[config.mk]
export PLATFORM = sky130hd
export DESIGN_NAME = spk_out_encoder
export DESIGN_NICKNAME = d
export VERILOG_FILES = /design/src/rtl/spk_pkg.sv /design/src/rtl/nn_div.sv /design/src/rtl/spk_out_encoder.sv
export SDC_FILE = /design/constraint.sdc
export NUM_CORES = 1
export LEC_CHECK = 0
export CAP_MARGIN = 20
export CORE_MARGIN = 2
export CORE_UTILIZATION = 47
export DETAILED_ROUTE_END_ITERATION = 10
export PLACE_DENSITY = 0.78
export SETUP_SLACK_MARGIN = 0.3
export SYNTH_ARGS = -nofsm -noshare
export SYNTH_HDL_FRONTEND = slang
export SYNTH_SLANG_ARGS = --single-unit
[constraint.sdc]
create_clock -name clk -period 3.03 [get_ports clk]
set_clock_uncertainty 0.15 [all_clocks]
set_input_delay 0.303 -clock clk [delete_from_list [all_inputs] [get_ports clk]]
set_output_delay 0.303 -clock clk [all_outputs]
set_load 0.1 [all_outputs]
[src/rtl/spk_pkg.sv]
// Shared definitions for the spike/data packet path: packet type codes,
// coordinate field layout and the encoder state encoding.
package spk_pkg;

    localparam logic [2:0] TYPE_SPIKE    = 3'b000;
    localparam logic [2:0] TYPE_DATA     = 3'b001;
    localparam logic [2:0] TYPE_DATA_END = 3'b010;
    localparam logic [2:0] TYPE_WRITE    = 3'b011;
    localparam logic [2:0] TYPE_READ     = 3'b100;

    // Payload is {z, y, x}, x in the LSBs, each field SW/3 bits wide.
    localparam int unsigned SW_DEF = 24;
    localparam int unsigned CW_DEF = SW_DEF / 3;
    localparam int unsigned X_LSB  = 0;
    localparam int unsigned Y_LSB  = CW_DEF;
    localparam int unsigned Z_LSB  = 2 * CW_DEF;

    function automatic int unsigned coord_w(input int unsigned sw);
        return sw / 3;
    endfunction

    localparam logic [2:0] ST_IDLE     = 3'd0;
    localparam logic [2:0] ST_DIVZ     = 3'd1;
    localparam logic [2:0] ST_DIVY     = 3'd2;
    localparam logic [2:0] ST_SEND     = 3'd3;
    localparam logic [2:0] ST_RD_ISSUE = 3'd4;
    localparam logic [2:0] ST_RD_WAIT  = 3'd5;
    localparam logic [2:0] ST_RD_SEND  = 3'd6;

endpackage

[src/rtl/nn_div.sv]
// Restoring shift-subtract divider with a fixed NNW-cycle latency.
// A zero divisor naturally yields quotient all-ones and remainder = dividend.
module nn_div #(
    parameter int unsigned NNW = 12
) (
    input  logic           clk_i,
    input  logic           rst_i,
    input  logic           start_i,
    input  logic [NNW-1:0] dividend_i,
    input  logic [NNW-1:0] divisor_i,
    output logic           done_o,
    output logic [NNW-1:0] quot_o,
    output logic [NNW-1:0] rem_o
);

    localparam int unsigned CNTW = $clog2(NNW + 1);

    logic [NNW-1:0]  q_q;
    logic [NNW-1:0]  r_q;
    logic [NNW-1:0]  d_q;
    logic [CNTW-1:0] cnt_q;
    logic            busy_q;
    logic            done_q;

    logic [NNW:0]    trial;
    logic [NNW:0]    diff;
    logic [NNW-1:0]  r_d;
    logic            qbit;

    // q_q starts as the dividend and shifts quotient bits in from the LSB.
    always_comb begin
        trial = {r_q, q_q[NNW-1]};
        diff  = trial - {1'b0, d_q};
        qbit  = 1'b0;
        r_d   = trial[NNW-1:0];
        if (trial >= {1'b0, d_q}) begin
            qbit = 1'b1;
            r_d  = diff[NNW-1:0];
        end
    end

    always_ff @(posedge clk_i) begin
        if (rst_i) begin
            q_q    <= '0;
            r_q    <= '0;
            d_q    <= '0;
            cnt_q  <= '0;
            busy_q <= 1'b0;
            done_q <= 1'b0;
        end else begin
            done_q <= 1'b0;
            if (start_i) begin
                q_q    <= dividend_i;
                r_q    <= '0;
                d_q    <= divisor_i;
                cnt_q  <= CNTW'(NNW);
                busy_q <= 1'b1;
            end else if (busy_q) begin
                q_q   <= {q_q[NNW-2:0], qbit};
                r_q   <= r_d;
                cnt_q <= cnt_q - CNTW'(1);
                if (cnt_q == CNTW'(1)) begin
                    busy_q <= 1'b0;
                    done_q <= 1'b1;
                end
            end
        end
    end

    assign done_o = done_q;
    assign quot_o = q_q;
    assign rem_o  = r_q;

endmodule

[src/rtl/spk_out_encoder.sv]
// Transmit-side encoder: turns fired-neuron indices into global SPIKE packets
// and serves soma memory readouts as DATA ... DATA_END packet trains.
module spk_out_encoder
    import spk_pkg::*;
#(
    parameter int unsigned NNW = 12,
    parameter int unsigned SW  = 24,
    parameter int unsigned FTW = 3
) (
    input  logic              clk,
    input  logic              rst,
    input  logic              soma_spk_vld,
    input  logic [NNW-1:0]    soma_spk_addr,
    output logic              spk_rdy,
    input  logic              rd_req,
    input  logic [NNW-1:0]    rd_len,
    output logic              rd_ack,
    output logic              rd_en,
    output logic [NNW-1:0]    rd_addr,
    input  logic [SW-1:0]     rd_data,
    input  logic [NNW-1:0]    x_out,
    input  logic [NNW-1:0]    xy_out,
    input  logic [SW/3-1:0]   x_start,
    input  logic [SW/3-1:0]   y_start,
    output logic              spk_out_vld,
    output logic [SW-1:0]     spk_out_data,
    output logic [FTW-1:0]    spk_out_type,
    input  logic              spk_out_busy
);

    localparam int unsigned CW = coord_w(SW);

    logic [2:0]     state_q, state_d;
    logic [CW-1:0]  z_q, z_d;
    logic [SW-1:0]  pkt_q, pkt_d;
    logic [FTW-1:0] type_q, type_d;
    logic [NNW-1:0] cnt_q, cnt_d;
    logic [NNW-1:0] len_q, len_d;
    logic           ack_q, ack_d;

    logic           div_start;
    logic           div_done;
    logic [NNW-1:0] div_dividend;
    logic [NNW-1:0] div_divisor;
    logic [NNW-1:0] div_quot;
    logic [NNW-1:0] div_rem;

    logic [CW-1:0]  y_g;
    logic [CW-1:0]  x_g;
    logic           last_word;

    // One divider serves both stages: n/xy_out from IDLE, then rem/x_out
    // chained straight off the first result.
    assign div_start    = ((state_q == ST_IDLE) && soma_spk_vld) ||
                          ((state_q == ST_DIVZ) && div_done);
    assign div_dividend = (state_q == ST_IDLE) ? soma_spk_addr : div_rem;
    assign div_divisor  = (state_q == ST_IDLE) ? xy_out : x_out;

    nn_div #(
        .NNW (NNW)
    ) u_div (
        .clk_i      (clk),
        .rst_i      (rst),
        .start_i    (div_start),
        .dividend_i (div_dividend),
        .divisor_i  (div_divisor),
        .done_o     (div_done),
        .quot_o     (div_quot),
        .rem_o      (div_rem)
    );

    assign y_g       = CW'(div_quot) + y_start;
    assign x_g       = CW'(div_rem) + x_start;
    assign last_word = (cnt_q == len_q - NNW'(1));

    always_comb begin
        state_d = state_q;
        z_d     = z_q;
        pkt_d   = pkt_q;
        type_d  = type_q;
        cnt_d   = cnt_q;
        len_d   = len_q;
        ack_d   = 1'b0;
        case (state_q)
            ST_IDLE: begin
                if (soma_spk_vld) begin
                    state_d = ST_DIVZ;
                end else if (rd_req) begin
                    len_d   = (rd_len < NNW'(2)) ? NNW'(2) : rd_len;
                    cnt_d   = '0;
                    state_d = ST_RD_ISSUE;
                end
            end
            ST_DIVZ: begin
                if (div_done) begin
                    z_d     = CW'(div_quot);
                    state_d = ST_DIVY;
                end
            end
            ST_DIVY: begin
                if (div_done) begin
                    pkt_d   = SW'({z_q, y_g, x_g});
                    type_d  = FTW'(TYPE_SPIKE);
                    state_d = ST_SEND;
                end
            end
            ST_SEND: begin
                if (!spk_out_busy) state_d = ST_IDLE;
            end
            ST_RD_ISSUE: begin
                state_d = ST_RD_WAIT;
            end
            ST_RD_WAIT: begin
                pkt_d   = rd_data;
                type_d  = last_word ? FTW'(TYPE_DATA_END) : FTW'(TYPE_DATA);
                state_d = ST_RD_SEND;
            end
            ST_RD_SEND: begin
                if (!spk_out_busy) begin
                    if (last_word) begin
                        ack_d   = 1'b1;
                        state_d = ST_IDLE;
                    end else begin
                        cnt_d   = cnt_q + NNW'(1);
                        state_d = ST_RD_ISSUE;
                    end
                end
            end
            default: state_d = ST_IDLE;
        endcase
    end

    always_ff @(posedge clk) begin
        if (rst) begin
            state_q <= ST_IDLE;
            z_q     <= '0;
            pkt_q   <= '0;
            type_q  <= '0;
            cnt_q   <= '0;
            len_q   <= '0;
            ack_q   <= 1'b0;
        end else begin
            state_q <= state_d;
            z_q     <= z_d;
            pkt_q   <= pkt_d;
            type_q  <= type_d;
            cnt_q   <= cnt_d;
            len_q   <= len_d;
            ack_q   <= ack_d;
        end
    end

    // spk_rdy is gated by rst so every output reads 0 while reset is held.
    assign spk_rdy      = (state_q == ST_IDLE) && !rst;
    assign spk_out_vld  = (state_q == ST_SEND) || (state_q == ST_RD_SEND);
    assign spk_out_data = pkt_q;
    assign spk_out_type = type_q;
    assign rd_en        = (state_q == ST_RD_ISSUE);
    assign rd_addr      = cnt_q;
    assign rd_ack       = ack_q;

endmodule

# ---- Word-level counts from Yosys, hierarchy flattened
# Index checks and enable logic that the tools add are counted.
dict set report totals {
  ff_bits 105
  input_bits 93
  out_inout_bits 43
  mem_bits_rw 0
  mem_count 0
  mem_bits_ro 0
  latch_bits 0
}
dict set report classes {
  eq_ne 16
  add_sub_neg 6
  shift 0
  n_div 0
  n_mux 32
  n_mul 0
  n_reduce_logical 18
  order_cmp 2
  bitwise_logic 3
}
# operator count
set ops {}
lappend ops {{$mux W12} 10}
lappend ops {{$pmux W24 S2} 1}
lappend ops {{$mux W24} 1}
lappend ops {{$mux W3} 8}
lappend ops {{$pmux W12 S2} 1}
lappend ops {{$pmux W3 S7} 1}
lappend ops {{$add A8 B8 Y8} 2}
lappend ops {{$ge A13 B12 Y1} 1}
lappend ops {{$add A12 B1 Y12 const B} 1}
lappend ops {{$eq A12 B12 Y1} 1}
lappend ops {{$lt A12 B2 Y1 const B} 1}
lappend ops {{$sub A12 B1 Y12 const B} 1}
lappend ops {{$sub A12 B12 Y12} 1}
lappend ops {{$ne A2 B2 Y1 const B} 5}
lappend ops {{$reduce_and A5 Y1} 2}
lappend ops {{$eq A3 B3 Y1 const B} 3}
lappend ops {{$mux W4} 2}
lappend ops {{$eq A3 B2 Y1 const B} 2}
lappend ops {{$mux W1} 6}
lappend ops {{$pmux W3 S2} 1}
lappend ops {{$reduce_bool A2 Y1} 3}
lappend ops {{$reduce_or A3 Y1} 2}
lappend ops {{$eq A4 B1 Y1 const B} 1}
lappend ops {{$ne A2 B1 Y1 const B} 2}
lappend ops {{12 further kinds} 18}

# ---- Longest topological paths before layout
# Gate-level depths: netlist of the first run.
dict set report depth {
  depth_word 5
  mapped_depth 10
  depth_no_buf 10
}

# ---- By module
# Synthesis of the first run repeated with hierarchy kept, for this count alone.
dict set report unflattened {
  hier_cells 839
  hier_area_um2 6458.7
}
# module area_each_um2 cells_per_inst instances seq_area_each_um2
set modules_own_cells {}
lappend modules_own_cells {spk_out_encoder 4030.1 549 1 1241.2}
lappend modules_own_cells {nn_div 2428.6 290 1 840.8}

# ---- Worst setup path after synthesis of the first run
# No wires, ideal clock.
dict set report synth_timing {
  path_kind {input port to output port}
  start {in rst}
  end {out spk_rdy}
  cell_stages 3
  arrival_time_ns 3.491
  required_time_ns 2.577
  setup_slack_ns -0.914
  path_cell_list {clkbuf_1 clkbuf_1 nor4_1}
}
dict set report synth_between {
  elab_chain_cells 2
}
# item line
set synth_lines {}
lappend synth_lines {{from (decl)} spk_out_encoder.sv:11} ;# input logic rst,
lappend synth_lines {{$logic_not A1 Y1} spk_out_encoder.sv:154} ;# assign spk_rdy = (state_q == ST_IDLE) && !rst;
lappend synth_lines {{$logic_and A1 B1 Y1} spk_out_encoder.sv:154}
lappend synth_lines {{to (decl)} spk_out_encoder.sv:14} ;# output logic spk_rdy,
# Every way passes these cells.

# ---- Worst setup path in the final report of the first run
dict set report layout_timing {
  start {reg len_q[1]}
  end {reg state_q[2]}
}
dict set report layout_between {
  elab_chain_cells 5
}
# item line
set layout_lines {}
lappend layout_lines {{from (decl)} spk_out_encoder.sv:38} ;# logic [NNW-1:0] len_q, len_d;
lappend layout_lines {{from (signal assigned)} spk_out_encoder.sv:148} ;# len_q <= len_d;
lappend layout_lines {{$sub A12 B1 Y12} spk_out_encoder.sv:74} ;# assign last_word = (cnt_q == len_q - NNW'(1));
lappend layout_lines {{$eq A12 B12 Y1} spk_out_encoder.sv:74}
lappend layout_lines {{$mux W3} spk_out_encoder.sv:120} ;# if (last_word) begin
lappend layout_lines {{$mux W3} spk_out_encoder.sv:119} ;# if (!spk_out_busy) begin
lappend layout_lines {{$pmux W3 S7} spk_out_encoder.sv:84} ;# case (state_q)
lappend layout_lines {{to (signal assigned)} spk_out_encoder.sv:143} ;# state_q <= state_d;
lappend layout_lines {{to (decl)} spk_out_encoder.sv:33} ;# logic [2:0] state_q, state_d;
# Every way passes these cells. The select of a mux whose other input is x is not followed.
# A chain may end at the register's enable or synchronous reset.

==> impl_metrics.json, run 1 <==
{
  "outcome": "finished, final reports clean",
  "synth_edf_count": 0,
  "port_buffers": 134,
  "combPwrFrac": 0.591,
  "grt.overflow.total": 0,
  "worstSetupPathType": "reg2reg",
  "vias": 6004,
  "slew_headroom": 0.5182,
  "hold-path-cell-count": 2,
  "track_usage": 0.2315,
  "yosysSeqAreaShare": 0.3363,
  "ys_types": 63,
  "viasPerCell": 5.539,
  "internal-power_mw": 4.219,
  "wl_um": 16610,
  "dieArea_um2": 14110,
  "drv_slew": 0,
  "fin_crit_ns": 2.727,
  "cp.arrival_ns": 2.79,
  "core_um2": 12720,
  "initial_utilization": 0.4866,
  "worst_ep_required_time_ns": 3.10,
  "yosys-top-cells-count": "nand2_1, dfxtp_1, nor2_1",
  "switching_power_mw": 3.431,
  "irDropWorstVdd_mv": 0.7453,
  "avgRoutedWirePerCell_um": 15.32,
  "synth_ff_type": "dfxtp_1",
  "fmax_ghz": 0.3667,
  "critPathMaxFanout": 8,
  "die_x_um": 118.8,
  "multi_input_area_um2": 3998,
  "holdCritPathClass": "reg2reg",
  "clock_latency_ns": 0.36,
  "reg2reg_depth": 9,
  "ioPinCount": 136,
  "worst_pin_slew_ns": 0.7226,
  "gp_congestion": 0.8849,
  "avgSynthCellArea_um2": 8.051,
  "clockRootBuffer": "clkbuf_16",
  "grt_pass1_wl_um": 26880,
  "nFillCells": 1109,
  "setup_viol": 0,
  "cap_violations": 0,
  "grt_setup_unrepaired": "yes",
  "cts_sinks": 104,
  "seqPwrFrac": 0.260,
  "drcViolationCount": 0,
  "finalCritPeriodShare": 0.9000,
  "sw_frac_of_total": 0.4485,
  "h-tree-depth": 3,
  "grt_pass1_vias": 5496,
  "first_pass_iters": 5,
  "cts.path.max_buffers": 2,
  "antenna_found_initial": 0,
  "p_clk_frac": 0.149,
  "ys_ff_latch": 104,
  "post-dp-hpwl_um": 12090,
  "grt_max_degree": 39,
  "setup_tns_ns": 0,
  "power.total_mw": 7.650,
  "met1Wirelength_um": 7885,
  "hold_buffers": 0,
  "synth_cells": 769,
  "dieHeight_um": 118.8,
  "met2_length_um": 7459,
  "yosysMostFrequentCell": "nand2_1",
  "setup.worst_path.start_class": "flop",
  "async_flop_share": 0,
  "drive_above_1_share": 0.1546,
  "cts_tree": "done",
  "areaGrowthSynthToFinish_pct": 32.86,
  "syn_nets": 895,
  "synth.area.top_cells": "dfxtp_1, nand2_1, ha_1",
  "leakagePower_nw": 3.256,
  "row_count": 41,
  "drtIter0Drc": 547,
  "n_antenna_cell": 0,
  "top_layer": "met4",
  "netlist_area_um2": 6191,
  "ant_nets": 0,
  "route.met3.wl_um": 855,
  "yosysWarnings": 0,
  "cts_buffers": 9,
  "register_area_um2": 2093,
  "final_net_count": 1033,
  "hold_viol": 0,
  "synth_top_area_frac": 0.3363,
  "synth_top_cell_by_area": "dfxtp_1",
  "crit_path_end_kind": "flop",
  "powerDensity_nw_per_um2": 930.1,
  "cts.reportedPaths.clkPinSlew_ns": 0.07
}
==> sequential cells by signal (all words and copies together) (netlist names), 2 cells and up <==
register / cells
u_div.quot_o: 12
spk_out_type: 2
u_div.cnt_q: 4
rd_addr: 12
u_div.rem_o: 12
state_q: 3
z_q: 8
len_q: 12
u_div.d_q: 12
spk_out_data: 24
==> area by class of cell <==
cell class | count | area share
Timing Repair Buffer | 170 | 0.1835
Clock buffer | 11 | 0.03073
Multi-Input combinational cell | 590 | 0.4860
Clock inverter | 5 | 0.004563
Inverter | 32 | 0.01460
Sequential cell | 104 | 0.2545
Tap cell | 172 | 0.02616
==> layer usage <==
metal / global-route usage / up-vias
met4: 0.09375 / 0
met3: 0.03041 / 25
met2: 0.3678 / 177
met1: 0.3166 / 2742
met5: 0 / -
li1: - / 3060
==> kinds of logic after synthesis <==
logic type | Yosys count | share of synthesized area
other cells | 1 | 0.0006057
buf+inv | 76 | 0.04689
simple gates | 303 | 0.2375
fa+ha+maj | 33 | 0.07033
flops | 104 | 0.3363
mux | 37 | 0.05982
xor+xnor | 33 | 0.04669
compound gates | 182 | 0.2019
==> stage by stage <==
stage	std cells	util	cell area (um2)	setup slack, ns	hold WS [ns]
after floorplan	769	-	6210	0.2666	0.2866
after detailed placement	1058	0.6054	7702	0.1681	0.2971
after global placement	1058	0.6054	7702	0.2117	0.2943
after CTS	1078	0.6336	8060	0.3022	0.3081
final	1084	0.6465	8225	0.3030	0.3054
after global routing	1084	0.6465	8225	0.2035	0.3267
==> repair_timing <==
| action | CTS | global route |
|---|---|---|
| hold endpoints to repair | 0 | 0 |
| gates resized for setup | 7 | 32 |
| setup buffers | 3 | 5 |
| setup endpoints to repair | 20 | 24 |
| pin swaps | 4 | 17 |
| cloned | 1 | 1 |
==> worst max-delay path: stages (launching register included) <==
cell and delay, ns:
dfxtp_2 0.33, inv_2 0.07, ha_4 0.13, or4b_4 0.47
or3_4 0.41, mux2i_4 0.20, a32oi_4 0.33, nand2_4 0.14
a311oi_2 0.30, nor2_1 0.06
==> power by group through the flow <==
stage          registers, mW  clock network [mW]  logic, mW
2_1_floorplan           2.38                   0       2.80
5_1_grt                 2.04                1.21       4.92
3_5_place_dp            2.01                   0       4.12
4_1_cts                 1.98                1.16       4.26
6_report                1.99                1.14       4.52
3_3_place_gp            2.00                   0       4.08
==> worst paths after layout <==
kind / start / endpoint / slack [ns]
worst max-delay path: len_q[1] / state_q[2] / 0.30
worst min-delay path: z_q[1] / z_q[1] / 0.31
worst max register to register: len_q[1] / state_q[2] / 0.30
worst min register to register: z_q[1] / z_q[1] / 0.31
==> cell usage in the layout, fill, tap and decap left out, types with 7 or more instances in the layout <==
cell type / n
a311oi_1: 18
nor2b_1: 18
clkdlybuf4s50_1: 91
or3_1: 12
a21oi_1: 40
dfxtp_1: 97
clkbuf_16: 9
a31oi_1: 7
nand4_1: 11
ha_1: 24
a211oi_1: 39
nor3_1: 18
o211ai_1: 7
and2_1: 8
buf_4: 76
xnor2_1: 28
mux2i_1: 36
nor2_1: 75
nand2_1: 105
inv_1: 29
o21ai_0: 29
(Power assumes the default switching activity.)
==> inputs of run 2 (changes only) <==
--- a/config.mk
+++ b/config.mk
@@ -8,6 +8,7 @@
 export CAP_MARGIN = 20
 export CORE_MARGIN = 2
 export CORE_UTILIZATION = 47
+export CTS_CLUSTER_SIZE = 10
 export DETAILED_ROUTE_END_ITERATION = 10
 export PLACE_DENSITY = 0.78
 export SETUP_SLACK_MARGIN = 0.3
==> results of run 2 <==
Same layout as run 1: the final DEF is identical, and so are final timing and power.
